[config.mk]
export PLATFORM = sky130hd
export DESIGN_NAME = uart_rx
export DESIGN_NICKNAME = d
export VERILOG_FILES = /design/src/rtl/uart_pkg.sv /design/src/rtl/uart_sync.sv /design/src/rtl/uart_rx.sv
export SDC_FILE = /design/constraint.sdc
export NUM_CORES = 1
export LEC_CHECK = 0
export ABC_AREA = 0
export CAP_MARGIN = 20
export CORE_MARGIN = 2
export CORE_UTILIZATION = 50
export DETAILED_ROUTE_END_ITERATION = 12
export MAX_ROUTING_LAYER = met4
export PLACE_DENSITY_LB_ADDON = 0.15
export SLEW_MARGIN = 25
export SYNTH_ARGS = -nofsm -noshare
export SYNTH_HDL_FRONTEND = slang
export SYNTH_SLANG_ARGS = --single-unit
[constraint.sdc]
create_clock -name clk -period 1.86 [get_ports clk]
set_input_delay 0.186 -clock clk [delete_from_list [all_inputs] [get_ports clk]]
set_output_delay 0.186 -clock clk [all_outputs]
set_load 0.005 [all_outputs]
[src/rtl/uart_pkg.sv]
// Shared UART definitions: frame geometry, line levels and receiver FSM encodings.
// The uart_core transmitter is expected to adopt this package as well.
package uart_pkg;

    localparam int DATA_BITS = 8;

    localparam logic LINE_IDLE = 1'b1;
    localparam logic START_LVL = 1'b0;

    typedef logic [2:0] state_t;

    localparam state_t ST_IDLE      = 3'd0;
    localparam state_t ST_START     = 3'd1;
    localparam state_t ST_DATA      = 3'd2;
    localparam state_t ST_STOP      = 3'd3;
    localparam state_t ST_WAIT_IDLE = 3'd4;

endpackage

[src/rtl/uart_sync.sv]
// N-flop synchronizer for an asynchronous single-bit input, with a selectable
// reset level so idle-high lines come out of reset without a false edge.
module uart_sync #(
    parameter int   N         = 2,
    parameter logic RESET_VAL = 1'b0
) (
    input  logic clk,
    input  logic rst_n,
    input  logic d,
    output logic q
);

    logic [N-1:0] sr;

    always_ff @(posedge clk or negedge rst_n) begin
        if (!rst_n) begin
            sr <= {N{RESET_VAL}};
        end else begin
            sr <= {sr[N-2:0], d};
        end
    end

    assign q = sr[N-1];

endmodule

[src/rtl/uart_rx.sv]
// 8N1 UART receiver: oversampled start detection, mid-bit data sampling and
// a valid/ready output holding register with frame-error and overrun pulses.
module uart_rx
    import uart_pkg::*;
#(
    parameter int OVERSAMPLE  = 16,
    parameter int SYNC_STAGES = 2
) (
    input  logic                 clk,
    input  logic                 rst_n,
    input  logic                 RX,
    output logic [DATA_BITS-1:0] rdata,
    output logic                 rx_valid,
    input  logic                 rx_ready,
    output logic                 frame_err,
    output logic                 overrun,
    output logic                 busy,
    output state_t               dbg_state
);

    localparam int CNT_W = $clog2(OVERSAMPLE);
    localparam logic [CNT_W-1:0] HALF_M1  = CNT_W'(OVERSAMPLE / 2 - 1);
    localparam logic [CNT_W-1:0] FULL_M1  = CNT_W'(OVERSAMPLE - 1);
    localparam logic [2:0]       LAST_IDX = 3'(DATA_BITS - 1);

    logic                 rx_s;
    state_t               state;
    logic [CNT_W-1:0]     cnt;
    logic [2:0]           idx;
    logic [DATA_BITS-1:0] shift;
    logic                 stop_sample;
    logic                 deliver;

    uart_sync #(
        .N         (SYNC_STAGES),
        .RESET_VAL (LINE_IDLE)
    ) u_sync (
        .clk   (clk),
        .rst_n (rst_n),
        .d     (RX),
        .q     (rx_s)
    );

    assign stop_sample = (state == ST_STOP) && (cnt == FULL_M1);
    assign deliver     = stop_sample && (rx_s == LINE_IDLE);
    assign busy        = (state != ST_IDLE);
    assign dbg_state   = state;

    // Start is confirmed half a bit in; from then on every sample is one full
    // bit period later, so data and stop bits are all taken at mid-bit.
    always_ff @(posedge clk or negedge rst_n) begin
        if (!rst_n) begin
            state <= ST_IDLE;
            cnt   <= '0;
            idx   <= '0;
            shift <= '0;
        end else begin
            case (state)
                ST_IDLE: begin
                    if (rx_s == START_LVL) begin
                        state <= ST_START;
                        cnt   <= '0;
                        idx   <= '0;
                    end
                end
                ST_START: begin
                    if (cnt == HALF_M1) begin
                        cnt   <= '0;
                        idx   <= '0;
                        state <= (rx_s == START_LVL) ? ST_DATA : ST_IDLE;
                    end else begin
                        cnt <= cnt + 1'b1;
                    end
                end
                ST_DATA: begin
                    if (cnt == FULL_M1) begin
                        cnt        <= '0;
                        shift[idx] <= rx_s;
                        if (idx == LAST_IDX) begin
                            idx   <= '0;
                            state <= ST_STOP;
                        end else begin
                            idx <= idx + 3'd1;
                        end
                    end else begin
                        cnt <= cnt + 1'b1;
                    end
                end
                ST_STOP: begin
                    // Leaving mid-stop-bit lets a zero-gap next start be caught.
                    if (cnt == FULL_M1) begin
                        cnt   <= '0;
                        state <= (rx_s == LINE_IDLE) ? ST_IDLE : ST_WAIT_IDLE;
                    end else begin
                        cnt <= cnt + 1'b1;
                    end
                end
                ST_WAIT_IDLE: begin
                    cnt <= '0;
                    idx <= '0;
                    if (rx_s == LINE_IDLE) begin
                        state <= ST_IDLE;
                    end
                end
                default: begin
                    state <= ST_IDLE;
                    cnt   <= '0;
                    idx   <= '0;
                end
            endcase
        end
    end

    // Handshake: rdata is transferred on any cycle with rx_valid && rx_ready;
    // rx_valid then drops unless a new byte is delivered in that same cycle.
    // A delivery while rx_valid is held without rx_ready replaces the byte
    // and flags overrun.
    always_ff @(posedge clk or negedge rst_n) begin
        if (!rst_n) begin
            rdata     <= '0;
            rx_valid  <= 1'b0;
            frame_err <= 1'b0;
            overrun   <= 1'b0;
        end else begin
            frame_err <= stop_sample && (rx_s == START_LVL);
            overrun   <= deliver && rx_valid && !rx_ready;
            if (deliver) begin
                rdata    <= shift;
                rx_valid <= 1'b1;
            end else if (rx_valid && rx_ready) begin
                rx_valid <= 1'b0;
            end
        end
    end

endmodule

==> results.cfg <==
[route]
drt_pass1_iterations = 4
vias_per_cell = 5.77
wire_per_inst_um = 16.1
ant_nets = 0
routed_wl_mm = 2.89
vias = 1038
drc = 0
drt-initial-drc-count = 36

[yosys]
yosys_warnings = 0
syn_nets = 131
synth-xor-area-share_pct = 0.569
synth_cell_types = 46
synth_top_family_by_area = simple AND/OR/NAND/NOR gates
avgSynthCellArea_um2 = 12.4
synth_flop_cell = dfrtp_1
yosys.area_share.simple_pct = 21.9
async_reset_ff_share_pct = 100
synth_fa_ha_area_share_pct = 2.44
synth_cells = 124
muxShareOfSynthArea_pct = 12.4
synth_area_um2 = 1540
ys_seq_area_share_pct = 50.5
synth_compound_area_share_pct = 7.96
synth_enable_flop_cells = 0
ys_ff_latch = 31

[global_routing]
grt_max_degree = 32
antenna_found_initial = 0
grt_use_total_pct = 20.4
grt_overflow_total = 0
grt_pass1_wl_mm = 5.04
grt_pass1_vias = 1085

[cells_and_area]
multiInputGateArea_um2 = 708
area_growth_pct = 18.1
fillers = 255
seqCellArea_um2 = 785
diodes = 0
drive_above_1_share_pct = 33.3
final_cell_mix = dfrtp_1 (26), clkdlybuf4s50_1 (18), mux2_2 (15)
layout_commonest_cell = dfrtp_1
nets = 153

[clock_network]
cts.path.max_buffers = 2
post_cts_buffers = 0
path_clk_slew_ns = 0.10
cts_tree = built
cts_made_buffers = 5
cts.sinks = 31
cts_hold_buf = 0
clk_latency_ns = 0.34
htree_levels = 2
cts_root_buffer = clkbuf_4

[critical_path]
crit_path_max_fanout = 16
startpoint_type = flop
crit_arrival_ns = 1.56
critPathKind = reg -> out
cp-end-kind = primary output
critPathRequiredTime_ns = 1.67

[power]
ir_drop_mv = 0.422
leakage_nw = 0.800
p_per_area_nw_per_um2 = 972

[timing]
drv_slew = 0
period_share_pct = 93.9
period_needed_ns = 1.75
relSlewSlack_pct = 65.5
rsz0062_at_grt = false
worst_pin_slew_ns = 0.510
skew_ns = 0.0122
whs_ns = 0.218
fmax_mhz = 572
finalSetupTns_ns = 0
finalHoldViolCount = 0
setup_violations = 0

[floorplanning]
rows = 20
fp.coreArea_um2 = 3000
dieArea_um2 = 3540
ios = 19
die_width_um = 59.5
fp.dieH_um = 59.5
start_util_pct = 51.3

[placed_design]
place_congestion = 0.873
dp_hpwl_mm = 2.07
numPortBuffers = 18

[status]
status = completed

[job]
cap_viol_max_count = 0

[min_path]
hold_path.class = in -> async
==> final timing paths <==
check,start,end,slack (ns),cells after the start
max in group asynchronous,rst_n,u_sync.sr[1]$_DFF_PN1_,1.31,2
setup reg to reg,cnt[0]$_DFFE_PN0P_,shift[6]$_DFFE_PN0P_,0.19,4
min in group clk,RX,u_sync.sr[0]$_DFF_PN1_,0.26,1
setup / recovery,dbg_state[1]$_DFFE_PN0P_,busy,0.11,3
hold reg to reg,u_sync.sr[0]$_DFF_PN1_,u_sync.sr[1]$_DFF_PN1_,0.36,0
hold / removal,rst_n,rx_valid$_DFFE_PN0P_,0.22,2
==> routing by layer <==
metal | track usage [%] | share of wire (%) | routed length [µm]
met5 | - | 0 | 0
met4 | 8.25 | 1.6 | 46
met3 | 6.55 | 4.6 | 134
met2 | 30.6 | 49 | 1410
met1 | 25.4 | 45 | 1300
==> critical path, cell delays in order, from the launching register on <==
cell,delay [ns]
dfrtp_4,0.59
nor2_4,0.14
nand2_1,0.06
clkdlybuf4s50_1,0.44
==> repair_timing <==
action / 4_1_cts / 5_1_grt
gates cloned: 0 / 0
resized for setup: 3 / 5
endpoints found under the setup margin: 1 / 2
==> power by group <==
group	switching [W]	internal, W
clock	0.000232	0.000183
sequential	0.000137	0.000742
combinational	0.000226	0.000248
==> synthesized netlist by cell type, drive strengths merged (2+ instances only) <==
library cell | n | share of area [%]
a21oi | 3 | 0.97
a41oi | 2 | 1.1
buf | 7 | 3.4
dfrtp | 29 | 47
dfstp | 2 | 3.4
ha | 3 | 2.4
inv | 2 | 0.49
mux2 | 17 | 12
nand2 | 6 | 1.5
nand2b | 2 | 1.3
nand3 | 6 | 2.3
nand4 | 4 | 2.6
nor2 | 6 | 1.5
nor3 | 3 | 0.97
nor4 | 3 | 2.6
nor4b | 2 | 1.5
o211ai | 3 | 1.5
o22ai | 2 | 0.81
o2bb2ai | 2 | 1.1
or2 | 4 | 1.6
==> per-stage QoR <==
step                      util (%)  instances  area, µm²  setup WS (ns)  power [W]
after floorplan                  -        124       1540          0.336    0.00119
after global placement        58.0        172       1740          0.181    0.00132
after detailed placement      58.0        172       1740          0.124    0.00134
after CTS                     60.2        180       1810         0.0187    0.00176
after global routing          60.6        180       1820         0.0177    0.00188
final                         60.6        180       1820          0.113    0.00177
==> final cells by class <==
type	count	area share [%]
inverter	2	0.413
multi-input combinational	83	38.9
clock inverter	1	0.275
sequential	31	43.1
timing repair buffer	23	12.0
tap	33	2.27
clock buffer	7	3.03
==> cell families after synthesis <==
logic type | count (synthesis)
xor gates and xnor gates | 1
muxes | 17
adders and majority gates | 3
buffers and inverters | 10
and+or+nand+nor | 45
AOI/OAI and AO/OA | 17
DFF | 31
==> state kept, by name (all words and copies together), names as in the netlist, 2 cells and up <==
register / cells
rdata: 8
shift: 8
cnt: 4
dbg_state: 3
idx: 3
u_sync.sr: 2
Note: power is estimated with default switching activity, not from simulation.
